File: config.mk
export PLATFORM = sky130hd
export DESIGN_NAME = ctrl_pipe_multi
export DESIGN_NICKNAME = d
export VERILOG_FILES = /design/src/rtl/ctrl_pipe_multi.sv
export SDC_FILE = /design/constraint.sdc
export NUM_CORES = 1
export LEC_CHECK = 0
export CAP_MARGIN = 15
export CELL_PAD_IN_SITES_DETAIL_PLACEMENT = 1
export CELL_PAD_IN_SITES_GLOBAL_PLACEMENT = 2
export CORE_MARGIN = 2
export CORE_UTILIZATION = 25
export DETAILED_ROUTE_END_ITERATION = 8
export MAX_ROUTING_LAYER = met4
export PLACE_DENSITY = 0.73
export SLEW_MARGIN = 20
export SYNTH_ARGS = -nofsm -noshare
export SYNTH_HDL_FRONTEND = slang
export SYNTH_SLANG_ARGS = --single-unit
File: constraint.sdc
create_clock -name clk -period 2.78 [get_ports clk]
set_clock_uncertainty 0.05 [all_clocks]
set_input_delay 0.556 -clock clk [delete_from_list [all_inputs] [get_ports clk]]
set_output_delay 0.556 -clock clk [all_outputs]
set_load 0.05 [all_outputs]
File: src/rtl/ctrl_pipe_multi.sv
// Multi-lane MIPS control unit: decodes LANES opcodes per cycle and carries
// the control bundles through the ID/EX, EX/MEM and MEM/WB stage registers.
// Also provides stall/flush bubble insertion, illegal-opcode flagging and a
// saturating count of retired instructions.
module ctrl_pipe_multi #(
   parameter int LANES = 2,
   parameter int OPW   = 6,
   parameter int CNTW  = 32
) (
   input  logic                  clk,
   input  logic                  reset,
   input  logic [LANES-1:0]      in_valid,
   input  logic [LANES*OPW-1:0]  op_code,
   input  logic                  stall,
   input  logic                  flush,
   output logic                  in_ready,
   output logic [LANES-1:0]      ex_valid,
   output logic [LANES-1:0]      ex_reg_dst,
   output logic [LANES-1:0]      ex_alu_src,
   output logic [LANES-1:0]      ex_illegal,
   output logic [2*LANES-1:0]    ex_alu_op,
   output logic [LANES-1:0]      ex_beq,
   output logic [LANES-1:0]      ex_bne,
   output logic [LANES-1:0]      ex_bgtz,
   output logic [LANES-1:0]      mem_valid,
   output logic [LANES-1:0]      mem_read,
   output logic [LANES-1:0]      mem_write,
   output logic [LANES-1:0]      mem_beq,
   output logic [LANES-1:0]      mem_bne,
   output logic [LANES-1:0]      mem_bgtz,
   output logic [LANES-1:0]      wb_valid,
   output logic [LANES-1:0]      wb_reg_write,
   output logic [LANES-1:0]      wb_mem_to_reg,
   output logic [CNTW-1:0]       retire_cnt
);

   localparam logic [OPW-1:0] OP_RTYPE = OPW'(6'b000000);
   localparam logic [OPW-1:0] OP_ADDI  = OPW'(6'b001000);
   localparam logic [OPW-1:0] OP_LW    = OPW'(6'b100011);
   localparam logic [OPW-1:0] OP_SW    = OPW'(6'b101011);
   localparam logic [OPW-1:0] OP_BEQ   = OPW'(6'b000100);
   localparam logic [OPW-1:0] OP_BNE   = OPW'(6'b000101);
   localparam logic [OPW-1:0] OP_BGTZ  = OPW'(6'b000111);

   // popcount of up to 4 lanes, plus headroom so the sum never overflows
   localparam int PW = $clog2(LANES + 1);
   localparam int SW = CNTW + 3;

   // Full control bundle held in ID/EX
   typedef struct packed {
      logic       valid;
      logic       illegal;
      logic       reg_dst;
      logic       alu_src;
      logic [1:0] alu_op;
      logic       beq;
      logic       bne;
      logic       bgtz;
      logic       mem_read;
      logic       mem_write;
      logic       reg_write;
      logic       mem_to_reg;
   } ctrl_t;

   // Subset still needed once the EX stage has consumed its controls
   typedef struct packed {
      logic valid;
      logic beq;
      logic bne;
      logic bgtz;
      logic mem_read;
      logic mem_write;
      logic reg_write;
      logic mem_to_reg;
   } mem_t;

   // Subset still needed in write-back
   typedef struct packed {
      logic valid;
      logic reg_write;
      logic mem_to_reg;
   } wb_t;

   function automatic ctrl_t decode(input logic v, input logic [OPW-1:0] op);
      ctrl_t c;
      c = '0;
      if (v) begin
         c.valid = 1'b1;
         case (op)
            OP_RTYPE: begin c.reg_dst = 1'b1; c.reg_write = 1'b1; c.alu_op = 2'b10; end
            OP_ADDI:  begin c.alu_src = 1'b1; c.reg_write = 1'b1; end
            OP_LW:    begin
               c.alu_src = 1'b1; c.mem_to_reg = 1'b1;
               c.reg_write = 1'b1; c.mem_read = 1'b1;
            end
            OP_SW:    begin c.alu_src = 1'b1; c.mem_write = 1'b1; end
            OP_BEQ:   begin c.alu_op = 2'b01; c.beq = 1'b1; end
            OP_BNE:   begin c.alu_op = 2'b01; c.bne = 1'b1; end
            OP_BGTZ:  begin c.alu_op = 2'b01; c.bgtz = 1'b1; end
            // unknown opcode travels as a valid no-op so it still retires
            default:  c.illegal = 1'b1;
         endcase
      end
      return c;
   endfunction

   ctrl_t dec [LANES];
   ctrl_t id_ex_reg [LANES];
   mem_t  ex_mem_reg [LANES];
   wb_t   mem_wb_reg [LANES];

   logic [CNTW-1:0] retire_cnt_reg;
   logic [CNTW-1:0] retire_cnt_next;
   logic [PW-1:0]   retire_pop;
   logic [SW-1:0]   retire_sum;

   assign in_ready   = !stall;
   assign retire_cnt = retire_cnt_reg;

   genvar gi;
   generate
      for (gi = 0; gi < LANES; gi++) begin : g_lane
         assign dec[gi] = decode(in_valid[gi], op_code[gi*OPW +: OPW]);

         assign ex_valid[gi]          = id_ex_reg[gi].valid;
         assign ex_reg_dst[gi]        = id_ex_reg[gi].reg_dst;
         assign ex_alu_src[gi]        = id_ex_reg[gi].alu_src;
         assign ex_illegal[gi]        = id_ex_reg[gi].illegal;
         assign ex_alu_op[2*gi +: 2]  = id_ex_reg[gi].alu_op;
         assign ex_beq[gi]            = id_ex_reg[gi].beq;
         assign ex_bne[gi]            = id_ex_reg[gi].bne;
         assign ex_bgtz[gi]           = id_ex_reg[gi].bgtz;

         assign mem_valid[gi]         = ex_mem_reg[gi].valid;
         assign mem_read[gi]          = ex_mem_reg[gi].mem_read;
         assign mem_write[gi]         = ex_mem_reg[gi].mem_write;
         assign mem_beq[gi]           = ex_mem_reg[gi].beq;
         assign mem_bne[gi]           = ex_mem_reg[gi].bne;
         assign mem_bgtz[gi]          = ex_mem_reg[gi].bgtz;

         assign wb_valid[gi]          = mem_wb_reg[gi].valid;
         assign wb_reg_write[gi]      = mem_wb_reg[gi].reg_write;
         assign wb_mem_to_reg[gi]     = mem_wb_reg[gi].mem_to_reg;
      end
   endgenerate

   // Count lanes in WB and form the saturated next retire count
   always_comb begin
      retire_pop = '0;
      for (int l = 0; l < LANES; l++) begin
         retire_pop = retire_pop + PW'(mem_wb_reg[l].valid);
      end
      retire_sum = SW'(retire_cnt_reg) + SW'(retire_pop);
      if (retire_sum > SW'({CNTW{1'b1}})) begin
         retire_cnt_next = {CNTW{1'b1}};
      end else begin
         retire_cnt_next = retire_sum[CNTW-1:0];
      end
   end

   // Stage registers: only the ID/EX load sees stall/flush; later stages always advance
   always_ff @(posedge clk) begin
      if (reset) begin
         for (int l = 0; l < LANES; l++) begin
            id_ex_reg[l]  <= '0;
            ex_mem_reg[l] <= '0;
            mem_wb_reg[l] <= '0;
         end
         retire_cnt_reg <= '0;
      end else begin
         for (int l = 0; l < LANES; l++) begin
            id_ex_reg[l] <= (stall || flush) ? '0 : dec[l];

            ex_mem_reg[l].valid      <= id_ex_reg[l].valid;
            ex_mem_reg[l].beq        <= id_ex_reg[l].beq;
            ex_mem_reg[l].bne        <= id_ex_reg[l].bne;
            ex_mem_reg[l].bgtz       <= id_ex_reg[l].bgtz;
            ex_mem_reg[l].mem_read   <= id_ex_reg[l].mem_read;
            ex_mem_reg[l].mem_write  <= id_ex_reg[l].mem_write;
            ex_mem_reg[l].reg_write  <= id_ex_reg[l].reg_write;
            ex_mem_reg[l].mem_to_reg <= id_ex_reg[l].mem_to_reg;

            mem_wb_reg[l].valid      <= ex_mem_reg[l].valid;
            mem_wb_reg[l].reg_write  <= ex_mem_reg[l].reg_write;
            mem_wb_reg[l].mem_to_reg <= ex_mem_reg[l].mem_to_reg;
         end
         retire_cnt_reg <= retire_cnt_next;
      end
   end

endmodule
==> flow_summary.toml, run 1 <==
[cells_and_area]
layout-drive-gt1-share = 0.0736
syn_to_final_growth_pct = 33.7
final_util = 0.346
antenna_cells = 0
nets = 436
largest_reg_flops = 32
layout_common_cells = "84 x clkdlybuf4s50_1, 76 x dfxtp_1, 21 x nand2_1, 20 x nor2b_1, 19 x a21oi_1"
final_common_cell = "clkdlybuf4s50_1"

[detailed_routing]
ant_nets = 0
wl_per_cell_um = 15.1
dr.pass1.iters = 4
via_per_inst = 4.84
first_iter_violations = 112
num_vias = 2871
drc = 0
postRouteWirelength_um = 8960

[clock_tree]
post_cts_buffers = 0
clock_sinks = 76
holdBufCountCts = 0
path_clk_slew_ns = 0.06
post_cts_resize_count = 0
clock_latency_ns = 0.34
cts_buffer_depth = 2
htreeDepth = 3
root_buffer = "clkbuf_16"
cts_tree = "built"
cts_buffers = 9

[yosys]
synth_cell_types = 41
syn-num-nets = 384
synth_top_cells_by_area = "dfxtp_1 46%, buf_4 6.8%, nor2b_1 3.8%"
synth_area_leader_cell = "dfxtp_1"
yosysTopAreaCellShare = 0.461
syn_inst = 364
ys_seq_area_frac = 0.461
ys_ff_latch = 76
synth_area_um2 = 3300
syn_area_per_cell_um2 = 9.06
yosysWarnings = 0

[run_status]
status = "finished, final reports clean"

[power]
peakVddDrop_uv = 308
p_per_area_nw_per_um2 = 567
fin_total_pwr_w = 0.00250
power.leakage_nw = 1.47

[floorplanning]
io_pins = 87
initial_core_util = 0.259
coreArea_um2 = 12700
die_y_um = 119
die_area_um2 = 14100
die_x_um = 119
rows = 41

[placement]
io_buffers = 86
gp_congestion = 0.823
dp_slack_ns = 0.347
hpwl_um = 6410

[critical_path]
slowest_delay_ns = 0.86
worst_ep_required_time_ns = 2.17
critPathCaptureType = "primary output"
critPathLaunchType = "flop"
reg2reg_setup_slack_ns = 0.53
critPathKind = "reg -> out"
path_max_fanout = 7
worstPathBufferInverterCount = 1
cp.arrival_ns = 1.68
slowest_stage = "clkdlybuf4s50_1"
cp_top_family = "buffers and inverters"
worstPathCellList = "clkdlybuf4s50_1"

[global_routing]
grt_antenna_before_repair = 0
grt_pass1_wl_um = 14400
grt_pass1_vias = 2855
grt_overflow = 0
grtUsageTotal = 0.132
grt_max_degree = 33

[worst_hold_path]
holdCritPathClass = "reg -> reg"

[timing]
final_hold_viol_count = 0
period_minus_slack_ns = 2.28
setup_ws_ns = 0.496
slew_headroom = 0.630
period_share = 0.822
setup_viol = 0
finalMaxSlewViolations = 0
tns_ns = 0
max_freq_mhz = 438
rsz0062_at_grt = "no"
worst_pin_slew_ns = 0.554

[job]
cap_violations = 0
## per-layer routing
layer  wire length, um  GRT usage
met5                 0          -
met3               506     0.0398
met1              3870      0.147
met2              4410      0.219
met4               175     0.0536
## where the power goes
part | switching, W | total, W | internal, W
Combinational | 0.0000700 | 0.000115 | 0.0000454
Clock | 0.000491 | 0.00128 | 0.000792
Sequential | 0.00000553 | 0.00110 | 0.00109
## synthesized netlist by cell type
cell       instances
inv_1             17
a41oi_1            2
a21oi_1           19
or4b_4             1
xor2_1             4
or3_1              8
nand4_1           18
fa_1               1
nor4b_1            1
and4_1             5
a31oi_1           13
dfxtp_1           76
nand3_1           16
o2111ai_1          1
nor4_1             5
nand2_1           21
nor2b_1           20
o311a_1            1
nand2b_1           1
nand4_2            1
nor3b_1            3
o22ai_1            2
a211oi_1           2
buf_4             30
o311ai_0           4
nor3_1            17
o21ai_0            6
nor2_1            14
ha_1               1
buf_2              7
and2_1             2
and3_1             3
or4_1              8
or4b_1             1
o41ai_1            1
o31ai_1            8
a31o_2             3
nor4b_4            2
buf_6              2
xnor2_1            5
clkbuf_1          12
## cell type report
class / instances / area (um^2)
flip-flops and latches: 76 / 1520
repair buffers: 92 / 898
clock buffers: 9 / 225
multi-input cells: 220 / 1380
fillers: 1517 / 8310
well taps: 172 / 215
clock inverters: 7 / 100
inverters: 17 / 63.8
## final timing paths
kind / startpoint / endpoint / cells after the start
setup reg to reg: mem_wb_reg[1][2]$_SDFF_PP0_ / retire_cnt[21]$_SDFF_PP0_ / 5
setup / recovery: retire_cnt[11]$_SDFF_PP0_ / retire_cnt[11] / 1
hold reg to reg: ex_mem_reg[0][1]$_SDFF_PP0_ / mem_wb_reg[0][1]$_SDFF_PP0_ / 1
hold / removal: ex_mem_reg[0][1]$_SDFF_PP0_ / mem_wb_reg[0][1]$_SDFF_PP0_ / 1
## through the flow
| stage | area [um^2] | hold WS [ns] | cells |
|---|---|---|---|
| final | 4410 | 0.385 | 593 |
| after global routing | 4410 | 0.413 | 593 |
| after CTS | 4410 | 0.391 | 593 |
| after detailed placement | 4080 | 0.375 | 577 |
| after global placement | 4080 | 0.368 | 577 |
| after floorplan | 3300 | 0.364 | 364 |
## logic make-up (layout without fill, tap and decap cells)
kind of cell	after synthesis	count (layout)	synth area share
simple gates	147	147	0.265
flops	76	76	0.461
buf+inv	68	125	0.119
compound gates	62	62	0.121
xor+xnor	9	9	0.0239
fa+ha+maj	2	2	0.00987
No activity file was read; power rests on OpenSTA's default activity.
==> run 2, diff against run 1 <==
Settings changed: PLACE_DENSITY 0.73 to 0.76.
Clock period 2.78 ns to 1.85 ns, I/O delays scaled along.
==> flow_summary.toml, run 2 (synthesis gave the netlist of run 1 again) <==
[placement]
io_buffers = 86
gp_congestion = 0.809
hpwl_um = 7010
dpl_cell_area_um2 = 4260

[clock_tree]
htreeDepth = 3
cts_tree = "built"
clock_latency_ns = 0.35
cts_buffers = 9
cts_buffer_depth = 2
holdBufCountCts = 0
path_clk_slew_ns = 0.07
root_buffer = "clkbuf_16"
clock_sinks = 76

[detailed_routing]
via_per_inst = 4.78
postRouteWirelength_um = 9910
num_vias = 3010
dr.pass1.iters = 4
drc = 0
first_iter_violations = 100
wl_per_cell_um = 15.7
ant_nets = 0

[cells_and_area]
antenna_cells = 0
multi_input_area_um2 = 1610
syn_to_final_growth_pct = 47.4
design_area_um2 = 4860
final_common_cell = "buf_4"
layout_common_cells = "102 x buf_4, 49 x dfxtp_1, 24 x dfxtp_2, 21 x nand2_1, 20 x nor2b_1"
largest_reg_flops = 32
fillers = 1491
nets = 473
layout-drive-gt1-share = 0.421
regArea_um2 = 1560

[worst_hold_path]
holdCritPathClass = "reg -> reg"

[critical_path]
slowest_stage = "dfxtp_4"
cp_common_cell = "buf_6"
endpoint = "retire_cnt[14]$_SDFF_PP0_"
cp.arrival_ns = 2.11
regToRegStartpoint = "mem_wb_reg[0][2]$_SDFF_PP0_"
critPathKind = "reg -> reg"
cp_num_cells = 8
reg2reg_setup_slack_ns = -0.04
path_max_fanout = 7
worstReg2RegEnd = "retire_cnt[14]$_SDFF_PP0_"
critPathCaptureType = "flop"
cp_top_family = "simple AND/OR/NAND/NOR gates"
worstPathCellList = "fa_2 > ha_4 > and3_4 > nand4_1 > buf_6 > buf_6 > or3_1 > a31oi_1"
critPathLaunchType = "flop"
crit_start = "mem_wb_reg[0][2]$_SDFF_PP0_"
slowest_delay_ns = 0.36
worst_r2r_path_depth = 8
worstPathBufferInverterCount = 2
worst_ep_required_time_ns = 2.07

[power]
power.leakage_nw = 1.91
power.share.clock = 0.502
seq_power_share = 0.445
netSwitchingFraction = 0.240
p_sw_w = 0.000891
peakVddDrop_uv = 390
p_int_w = 0.00282
combPwrFrac = 0.053
fin_total_pwr_w = 0.00371
p_per_area_nw_per_um2 = 763

[global_routing]
grt_overflow = 0
grt_antenna_before_repair = 0
grt_pass1_wl_um = 15400
grt_max_degree = 24
grt_pass1_vias = 3109
grtUsageTotal = 0.142

[timing]
setup_ws_ns = -0.0372
max_freq_mhz = 530
slew_headroom = 0.705
worst_pin_slew_ns = 0.439
final_hold_viol_count = 0
whs_ns = 0.387
rsz0062_at_grt = "yes"
setup_viol = 7
period_share = 1.02
period_minus_slack_ns = 1.89
tns_ns = -0.165
finalMaxSlewViolations = 0

[floorplanning]
initial_core_util = 0.259
die_y_um = 119
rows = 41
io_pins = 87
die_area_um2 = 14100
coreArea_um2 = 12700
die_x_um = 119

[run_status]
status = "complete, but fails checks"
violations = "setup timing"

[job]
cap_violations = 0
[run 2: cell count changes in the layout (fill, tap and decap cells not counted), sizes merged, moves of 2 or more]
cell / previous run / this run
buf: 8 / 111
clkdlybuf4s50: 84 / 16
clkbuf: 9 / 12
clkinv: 4 / 1
inv: 18 / 20
[run 2: cell type report]
class                   instances  share of cell area
clock inverters                 6              0.0144
multi-input cells             220               0.332
well taps                     172              0.0443
clock buffers                  10              0.0492
inverters                      17              0.0131
flip-flops and latches         76               0.321
repair buffers                129               0.226
[run 2: worst min-delay path by stage]
stage	startpoint	endpoint	slack (ns)	cells after the start
detailed placement	id_ex_reg[0][1]$_SDFF_PP0_	ex_mem_reg[0][1]$_SDFF_PP0_	0.38	1
finish	id_ex_reg[0][3]$_SDFF_PP0_	ex_mem_reg[0][3]$_SDFF_PP0_	0.39	1
floorplan	id_ex_reg[0][1]$_SDFF_PP0_	ex_mem_reg[0][1]$_SDFF_PP0_	0.36	1
global route	id_ex_reg[0][3]$_SDFF_PP0_	ex_mem_reg[0][3]$_SDFF_PP0_	0.41	1
CTS	id_ex_reg[0][3]$_SDFF_PP0_	ex_mem_reg[0][3]$_SDFF_PP0_	0.40	1
global placement	id_ex_reg[0][1]$_SDFF_PP0_	ex_mem_reg[0][1]$_SDFF_PP0_	0.37	1
[run 2: timing repair]
item	4_1_cts	5_1_grt
setup buffers	1	0
hold endpoints to repair	0	0
resized for setup	8	30
setup endpoints to repair	16	31
pin swaps	6	5
cloned	0	3
[run 2: per-stage QoR]
stage / setup slack, ns / utilization / std cells
3_3_place_gp: -0.347 / 0.335 / 610
4_1_cts: -0.0635 / 0.363 / 627
5_1_grt: -0.143 / 0.382 / 630
3_5_place_dp: -0.388 / 0.335 / 610
2_1_floorplan: -0.238 / - / 364
6_report: -0.0372 / 0.382 / 630
[run 2: routing by layer]
metal,GRT usage,up-vias,wire [um]
li1,-,1470,-
met1,0.161,1445,4360
met2,0.233,86,4870
met3,0.0426,9,558
met4,0.0610,0,116
met5,-,-,0
[run 2: power by group through the flow]
stage	sequential [W]	clock (W)	combinational, W
after floorplan	0.00170	0	0.0000859
after global placement	0.00169	0	0.000188
after detailed placement	0.00169	0	0.000192
after CTS	0.00165	0.00192	0.000193
after global routing	0.00165	0.00200	0.000211
final	0.00165	0.00186	0.000195
